===== src/rtl/culsans_rd_addr_router.sv =====
// Read-path address router: decodes AR addresses against a runtime rule table, forwards the
// request to one downstream port, muxes R back in order and answers unmapped reads with DECERR.
module culsans_rd_addr_router #(
  parameter int unsigned NumMst    = 2,
  parameter int unsigned NumRules  = 10,
  parameter int unsigned AddrWidth = 64,
  parameter int unsigned DataWidth = 64,
  parameter int unsigned IdWidth   = 4,
  parameter int unsigned MaxTxns   = 8,
  localparam int unsigned TW = $clog2(NumMst + 1),
  localparam int unsigned CW = $clog2(MaxTxns + 1)
) (
  input  logic                          clk_i,
  input  logic                          rst_ni,
  input  logic [NumRules*AddrWidth-1:0] rule_base_i,
  input  logic [NumRules*AddrWidth-1:0] rule_len_i,
  input  logic [NumRules*TW-1:0]        rule_port_i,
  input  logic                          slv_ar_valid_i,
  output logic                          slv_ar_ready_o,
  input  logic [AddrWidth-1:0]          slv_ar_addr_i,
  input  logic [IdWidth-1:0]            slv_ar_id_i,
  input  logic [7:0]                    slv_ar_len_i,
  output logic                          slv_r_valid_o,
  input  logic                          slv_r_ready_i,
  output logic [IdWidth-1:0]            slv_r_id_o,
  output logic [DataWidth-1:0]          slv_r_data_o,
  output logic [3:0]                    slv_r_resp_o,
  output logic                          slv_r_last_o,
  output logic [NumMst-1:0]             mst_ar_valid_o,
  input  logic [NumMst-1:0]             mst_ar_ready_i,
  output logic [AddrWidth-1:0]          mst_ar_addr_o,
  output logic [IdWidth-1:0]            mst_ar_id_o,
  output logic [7:0]                    mst_ar_len_o,
  input  logic [NumMst-1:0]             mst_r_valid_i,
  output logic [NumMst-1:0]             mst_r_ready_o,
  input  logic [NumMst*IdWidth-1:0]     mst_r_id_i,
  input  logic [NumMst*DataWidth-1:0]   mst_r_data_i,
  input  logic [NumMst*4-1:0]           mst_r_resp_i,
  input  logic [NumMst-1:0]             mst_r_last_i
);

  typedef enum logic {ERR_IDLE, ERR_BUSY} err_state_e;

  localparam logic [TW-1:0] ErrTgt = TW'(NumMst);

  err_state_e         err_state_q, err_state_d;
  logic [TW-1:0]      tgt, cur_tgt;
  logic [CW-1:0]      cnt;
  logic [IdWidth-1:0] err_id;
  logic [7:0]         err_beats;
  logic [AddrWidth:0] rule_lo, rule_hi;
  logic               tgt_is_err, cur_is_err, ar_allowed, ar_hs, r_last_hs, err_r_hs;

  // Walk the table from the top so the lowest-numbered hitting rule is the one left standing.
  always_comb begin
    tgt     = ErrTgt;
    rule_lo = '0;
    rule_hi = '0;
    for (int k = NumRules - 1; k >= 0; k--) begin
      rule_lo = {1'b0, rule_base_i[k*AddrWidth +: AddrWidth]};
      rule_hi = rule_lo + {1'b0, rule_len_i[k*AddrWidth +: AddrWidth]};
      if (({1'b0, slv_ar_addr_i} >= rule_lo) && ({1'b0, slv_ar_addr_i} < rule_hi)) begin
        tgt = rule_port_i[k*TW +: TW];
      end
    end
  end

  assign tgt_is_err = (tgt >= ErrTgt);
  assign cur_is_err = (cur_tgt >= ErrTgt);

  always_comb begin
    ar_allowed = 1'b0;
    if (rst_ni) begin
      if (tgt_is_err) begin
        ar_allowed = (cnt == '0) && (err_state_q == ERR_IDLE);
      end else begin
        ar_allowed = (cnt == '0) || ((tgt == cur_tgt) && (cnt < CW'(MaxTxns)));
      end
    end
  end

  always_comb begin
    mst_ar_valid_o = '0;
    slv_ar_ready_o = 1'b0;
    if (ar_allowed) begin
      if (tgt_is_err) begin
        slv_ar_ready_o = 1'b1;
      end else begin
        for (int p = 0; p < NumMst; p++) begin
          if (tgt == TW'(p)) begin
            mst_ar_valid_o[p] = slv_ar_valid_i;
            slv_ar_ready_o    = mst_ar_ready_i[p];
          end
        end
      end
    end
  end

  assign mst_ar_addr_o = slv_ar_addr_i;
  assign mst_ar_id_o   = slv_ar_id_i;
  assign mst_ar_len_o  = slv_ar_len_i;
  assign ar_hs         = slv_ar_valid_i & slv_ar_ready_o;

  // R is only routed while reads are outstanding, so stray downstream beats never leak upstream.
  always_comb begin
    slv_r_valid_o = 1'b0;
    slv_r_id_o    = '0;
    slv_r_data_o  = '0;
    slv_r_resp_o  = '0;
    slv_r_last_o  = 1'b0;
    mst_r_ready_o = '0;
    if (rst_ni && (cnt != '0)) begin
      if (cur_is_err) begin
        if (err_state_q == ERR_BUSY) begin
          slv_r_valid_o = 1'b1;
          slv_r_id_o    = err_id;
          slv_r_resp_o  = 4'b0011;
          slv_r_last_o  = (err_beats == 8'd0);
        end
      end else begin
        for (int p = 0; p < NumMst; p++) begin
          if (cur_tgt == TW'(p)) begin
            slv_r_valid_o    = mst_r_valid_i[p];
            slv_r_id_o       = mst_r_id_i[p*IdWidth +: IdWidth];
            slv_r_data_o     = mst_r_data_i[p*DataWidth +: DataWidth];
            slv_r_resp_o     = mst_r_resp_i[p*4 +: 4];
            slv_r_last_o     = mst_r_last_i[p];
            mst_r_ready_o[p] = slv_r_ready_i;
          end
        end
      end
    end
  end

  assign r_last_hs = slv_r_valid_o & slv_r_ready_i & slv_r_last_o;
  assign err_r_hs  = cur_is_err & slv_r_valid_o & slv_r_ready_i;

  always_comb begin
    err_state_d = err_state_q;
    case (err_state_q)
      ERR_IDLE: if (ar_hs && tgt_is_err) err_state_d = ERR_BUSY;
      ERR_BUSY: if (err_r_hs && (err_beats == 8'd0)) err_state_d = ERR_IDLE;
      default:  err_state_d = ERR_IDLE;
    endcase
  end

  always_ff @(posedge clk_i) begin
    if (!rst_ni) begin
      err_state_q <= ERR_IDLE;
      err_id      <= '0;
      err_beats   <= '0;
      cnt         <= '0;
      cur_tgt     <= '0;
    end else begin
      err_state_q <= err_state_d;
      if (ar_hs) cur_tgt <= tgt;
      if (ar_hs && !r_last_hs) begin
        cnt <= cnt + CW'(1);
      end else if (!ar_hs && r_last_hs) begin
        cnt <= cnt - CW'(1);
      end
      if (ar_hs && tgt_is_err) begin
        err_id    <= slv_ar_id_i;
        err_beats <= slv_ar_len_i;
      end else if (err_r_hs && (err_beats != 8'd0)) begin
        err_beats <= err_beats - 8'd1;
      end
    end
  end

`ifndef SYNTHESIS
  assert property (@(posedge clk_i) disable iff (!rst_ni) r_last_hs |-> (cnt != '0));
  assert property (@(posedge clk_i) disable iff (!rst_ni) cnt <= CW'(MaxTxns));
  assert property (@(posedge clk_i) disable iff (!rst_ni) $onehot0(mst_ar_valid_o));
`endif

endmodule


===== config.mk =====
export PLATFORM = sky130hd
export DESIGN_NAME = culsans_rd_addr_router
export DESIGN_NICKNAME = d
export VERILOG_FILES = /design/src/rtl/culsans_rd_addr_router.sv
export SDC_FILE = /design/constraint.sdc
export NUM_CORES = 2
export LEC_CHECK = 0
export BUFFER_PORTS_ARGS = -buffer_cell sky130_fd_sc_hd__buf_2
export CAP_MARGIN = 10
export CORE_AREA = 5 5 647 649
export DETAILED_ROUTE_END_ITERATION = 7
export DIE_AREA = 0 0 652 654
export PLACE_DENSITY = 0.35
export SYNTH_ARGS = -nofsm -noshare
export SYNTH_HDL_FRONTEND = slang
export SYNTH_SLANG_ARGS = --single-unit

===== constraint.sdc =====
create_clock -name clk_i -period 20.3 [get_ports clk_i]
set_clock_uncertainty 0.2 [all_clocks]
set_input_delay 4.06 -clock clk_i [delete_from_list [all_inputs] [get_ports clk_i]]
set_output_delay 4.06 -clock clk_i [all_outputs]
set_load 0.01 [all_outputs]

==> After elaboration in Yosys (flattened, before gate mapping) <==
Index checks and enable logic that the tools add are counted.
{ "op_classes": {"n_addsub": 13, "n_lt_le_gt_ge": 23, "eq_ne": 3, "muxes": 55, "n_bitwise": 6, "reduce_logical": 29} }
{ "op_table": {"columns": ["op", "n"], "rows": [
  ["adder 64 x 64 -> 65 bit", 10],
  ["< comparator 64 x 65 -> 1 bit", 10],
  [">= comparator 64 bit", 10],
  ["2-to-1 mux 64 bit", 4],
  ["2-to-1 mux 4 bit", 11],
  ["2-to-1 mux 2 bit", 15],
  ["2-to-1 mux 1 bit", 22],
  ["logical AND 1 bit", 18],
  ["2-to-1 mux 8 bit", 2],
  ["logical NOT 8 bit", 1],
  ["nonzero test 8 bit", 1],
  ["subtractor 8 x 1 -> 8 bit, second input constant", 1],
  ["bitwise AND 1 bit", 5],
  ["adder 4 x 1 -> 4 bit, second input constant", 1],
  ["== test 2 x 1 -> 1 bit, second input constant", 2],
  [">= comparator 2 bit, second input constant", 2],
  ["logical NOT 2 bit", 2],
  ["logical NOT 4 bit", 1],
  ["< comparator 4 bit, second input constant", 1],
  ["nonzero test 2 bit", 2],
  ["nonzero test 4 bit", 1],
  ["subtractor 4 x 1 -> 4 bit, second input constant", 1],
  ["== test 2 bit", 1],
  ["logical NOT 1 bit", 2],
  ["other kinds (3)", 3]
]} }
{ "word_totals": {"regBits": 19, "input_bits": 1530, "output_inout_bits": 155, "word_cells": 134} }

==> Logic depth before layout (Yosys ltp) <==
{ "logic_depth": {"ltp_word": 24, "depth_mapped": 41, "mapped_depth_nobuf": 41} }

==> Worst setup path after synthesis <==
OpenSTA, ideal clock, no wires.
{ "synth_timing": {"kind": "input -> output", "start": "input rule_base_i[512]", "end": "output slv_ar_ready_o", "arrival_ns": 11.104, "t_required_ns": 16.040, "path_slack_ns": 4.936, "path_stages": 31, "path_buffers": 0, "cell_sequence": "ha_1 -> fa_1 -> a211oi_1 -> o21ai_0 -> a21oi_1 -> o21ai_0 -> a41o_1 -> a31o_2 -> a31oi_1 -> o21ai_0 -> a21oi_1 -> o21bai_1 -> a2111oi_0 -> o41ai_1 -> a221o_1 -> a21oi_1 -> xor2_1 -> ha_1 -> a21o_1 -> a21oi_1 -> a221o_1 -> a211o_1 -> o311ai_1 -> and2_1 -> a31oi_1 -> a2111o_1 -> a2111o_1 -> a31oi_1 -> a211oi_1 -> a31o_2 -> a211oi_1"} }
{ "synth_between": {"elab_chain_len": 18, "word_cells_on_any_way": 25, "cone_classes": "add/sub: 1; order compare: 3; eq/ne: 2; mux: 15; reduce/logical: 4"} }
{ "synth_lines": {"columns": ["element", "line_no", "rtl"], "rows": [
  ["start: declaration", "15", "input logic [NumRules*AddrWidth-1:0] rule_base_i,"],
  ["adder 64 x 64 -> 65 bit", "61", "rule_hi = rule_lo + {1'b0, rule_len_i[k*AddrWidth +: AddrWidth]};"],
  ["< comparator 64 x 65 -> 1 bit", "62", "if (({1'b0, slv_ar_addr_i} >= rule_lo) && ({1'b0, slv_ar_addr_i} < rule_hi)) begin"],
  ["logical AND 1 bit (*)", "62", null],
  ["2-to-1 mux 2 bit (*) (9 in a row)", "62", null],
  ["== test 2 bit", "77", "ar_allowed = (cnt == '0) || ((tgt == cur_tgt) && (cnt < CW'(MaxTxns)));"],
  ["logical AND 1 bit", "77", null],
  ["logical OR 1 bit", "77", null],
  ["2-to-1 mux 1 bit", "74", "if (tgt_is_err) begin"],
  ["2-to-1 mux 1 bit", "73", "if (rst_ni) begin"],
  ["2-to-1 mux 1 bit (*)", "85", "if (ar_allowed) begin"],
  ["end: declaration", "19", "output logic slv_ar_ready_o,"]
]} }
Mark *: on every way between the ends. The rest lies on a longest branch, timed or not.

==> Final worst setup path <==
{ "layout_timing": {"start": "input rule_base_i[513]", "end": "output slv_ar_ready_o"} }
The elaborated chain is that of the path after synthesis.

==> run_results.csv <==
group,metric,value,unit
yosys,synth.yosys.seq_area_share,0.592,%
cts,clk_latency,0.25,ns
yosys,syn-cell-area,64200,um^2
floorplan,core-area,412000,um^2
floorplan,fp.dieH,654,um
sta,timing_hold_violations_final,0,
floorplan,num_rows,236,
cts,ctsResizeCount,0,
routing,avgRoutedWirePerCell,29.0,um
yosys,synthDistinctLibCells,96,
power,pwr-share-comb,96.6,%
power,power.switching_fraction,59.9,%
floorplan,start_util,15.6,%
placement,port_buffers,1684,
yosys,most_numerous_cell_types_in_the_synthesized_netlist,"ha_1 (1914), a21oi_1 (928), inv_1 (857)",
global_route,grt_pass1_wl,608000,um
yosys,synth_edf_count,0,
floorplan,floorplan.die_area,426000,um^2
power,max-vdd-ir-drop,0.0000410,V
sta,relative_slew_margins,11.3,%
floorplan,boundaryPins,1685,
floorplan,fp.dieW,652,um
sta,fin_crit_sh,88.1,%
global_route,global_route_usage_over_all_layers,20.4,%
sta,max_freq,55.9,MHz
cts,clock_path_buffers,2,
layout,drive_above_1_share,18.6,%
setup_path,worst_setup_path_type,"input port to output port",
power,power.density,38.8,nW/um^2
layout,signed_area_change_from_the_synthesized_netlist_to_the_final_layout,25.0,%
global_route,initial_antenna_violation_count,362,
yosys,synth.area.top_cells,"ha_1 (37%), a21o_1 (7.8%), a21oi_1 (7.2%)",
cts,cts_hold_buffers,0,
power,internal_power,1.25,mW
cts,clock_pin_transition_on_the_worst_setup_and_hold_timing_paths,0.06,ns
cts,numCtsBuffers,3,
setup_path,worst_path_largest_cell_delay,0.78,ns
power,static-leakage-power,41.8,nW
setup_path,worst-endpoint-arrival,13.63,ns
cts,clock_sinks,19,
sta,drv_slew,0,
power,sequentialPowerShare,2.0,%
yosys,syn-num-nets,12100,
setup_path,cell_with_the_biggest_individual_delay_on_the_critical_path,"o311ai_2",
yosys,post_synth_fa_ha_maj_area_fraction,37.6,%
yosys,synth-main-ff-cell,"dfxtp_1",
layout,multi_input_area,59900,um^2
routing,via_count,73800,
layout,finalNetCount,13700,
sta,period_needed,17.89,ns
yosys,netlist_instances,8602,
yosys,post-synth-top-area-cell,"ha_1",
yosys,synth.top_cell.area_share,37.3,%
routing,route.final.wire_length,462000,um
cts,ctsHtreeMaxLevel,1,
routing,detail_route.drc_violations,0,
yosys,synth.most_common_cell,"ha_1",
yosys,syn-mean-instance-area,7.47,um^2
placement,post-dp-hpwl,416000,um
job,cap_viol_max_count,0,
cts,cts_tree,"done",
setup_path,worstSetupEndpointType,"output port",
yosys,synth.yosys.warnings,0,
yosys,synthSimpleGateAreaFrac,15.8,%
power,p_switching,1.87,mW
placement,place.gp.congestion,0.922,
power,power.total,3.12,mW
layout,fillerInstances,47600,
routing,avgViaCountPerCell,4.63,
routing,postRouteAntennaNets,0,
yosys,yosys.area_share.xor_xnor,8.09,%
yosys,muxShareOfSynthArea,1.44,%
yosys,share_of_async_settable_or_async_resettable_flops_after_synthesis,0,%
global_route,vias_in_the_first_global_route,73500,
yosys,dominant_combinational_cell_family_by_area_after_synthesis,"adder cells",
yosys,ys_ff_latch,19,
yosys,synth_compound_area_share,30.1,%
global_route,largest_net_degree_at_the_start_of_global_routing,67,
routing,initialDrtViolationCount,4789,
setup_path,timing.critical_path.mode_cell,"a211oi_1",
layout,area.sequential,384,um^2
setup_path,crit_path_max_fanout,4,
cts,cts.root.buffer_cell,"clkbuf_16",
setup_path,critPathRequiredTime,16.04,ns
routing,detail_route.first_pass.iterations,6,
sta,rsz_0062_raised_after_global_routing,"false",
setup_path,critPathLaunchType,"input port",
power,power.share.clock,1.4,%
hold_path,hold_path.class,"flip-flop to flip-flop",
global_route,gr-total-overflow,0,
run_status,run_status,"finished, final reports clean",
cts,post_cts.repair.setup_buffers,0,
sta,tightest_slew,1.32,ns
sta,final.setup.tns,0,ns
sta,setup_violations,0,
-- critical path: cells and delay by family --
kind | cells | cell delay (ns)
compound gates | 23 | 7.75
xor+xnor | 1 | 0.19
fa+ha+maj | 2 | 0.58
buf+inv | 2 | 0.36
simple gates | 4 | 0.68
-- final timing paths --
kind | slack, ns | from | endpoint | cells past startpoint
worst max-delay path | 2.41 | rule_base_i[513] | slv_ar_ready_o | 32
worst min-delay path | 0.30 | err_id[3] | err_id[3] | 2
worst max register to register | 16.17 | cur_tgt[0] | cnt[3] | 14
worst min register to register | 0.30 | err_id[3] | err_id[3] | 2
-- metrics by stage --
stage / util [%] / cell area (um^2) / setup WS, ns / cells / hold slack (ns)
floorplan: - / 64200 / 4.94 / 8602 / 0.260
global placement: 19.4 / 79700 / 1.61 / 15800 / 0.285
detailed placement: 19.4 / 79800 / 2.36 / 15800 / 0.288
CTS: 19.4 / 79800 / 2.33 / 15800 / 0.308
global route: 19.5 / 80200 / 2.00 / 15900 / 0.356
finish: 19.5 / 80300 / 2.41 / 15900 / 0.301
-- logic make-up after synthesis --
family	after synthesis
muxes	92
adders and majority gates	1925
xor gates and xnor gates	593
DFF	19
AOI/OAI and AO/OA	2997
and+or+nand+nor	1987
buffers and inverters	989
-- cell type report --
| class | instances | area share, % |
|---|---|---|
| multi-input cells | 7594 | 74.6 |
| repair buffers | 1807 | 11.7 |
| well taps | 5474 | 8.53 |
| inverters | 857 | 4.01 |
| diodes | 186 | 0.580 |
| flip-flops and latches | 19 | 0.478 |
| clock buffers | 4 | 0.0982 |
-- power by group through the flow --
stage	Clock (mW)	Combinational, mW	Sequential (mW)
global placement	0	3.03	0.0641
CTS	0.0432	3.03	0.0634
global route	0.0439	3.33	0.0655
floorplan	0	1.83	0.0515
detailed placement	0	3.01	0.0642
finish	0.0423	3.01	0.0638
-- per-layer routing --
layer  vias to the layer above  part of all wire, %  GRT usage (%)
met5                         -                 0.31          0.238
met3                       711                  6.0           4.18
met2                      2423                   49           37.1
met1                     34700                   41           23.9
li1                      35800                    -              -
met4                       206                  4.0           6.21
-- flip-flops by register name, summed over array words and instances, names as in the netlist --
signal	count
cur_tgt	2
err_beats	8
err_id	4
cnt	4
err_state_q	1
-- layout by cell type (no fill, tap or decap), types with 17 or more instances in the layout --
master,instances
ha_1,1914
buf_2,1676
a21oi_1,926
inv_1,857
a21o_1,669
o21ai_0,515
nor2_1,467
nand2_1,392
xnor2_1,305
xor2_1,287
nand4_1,267
diode_2,186
nand3_1,156
nand2b_1,144
o21bai_1,134
nor2b_1,132
buf_4,130
nor3_1,125
a211oi_1,104
o21a_1,93
mux2i_1,88
a31oi_1,78
and3_1,70
o211ai_1,67
and4_1,48
nor4_1,36
a2111oi_0,36
a211o_1,34
and2_1,33
o31ai_1,33
a221oi_1,30
o2111ai_1,29
or2_2,29
or3_1,29
a21boi_0,20
a31o_2,19
dfxtp_1,18
a221o_1,17
No activity file was read; power rests on OpenSTA's default activity.
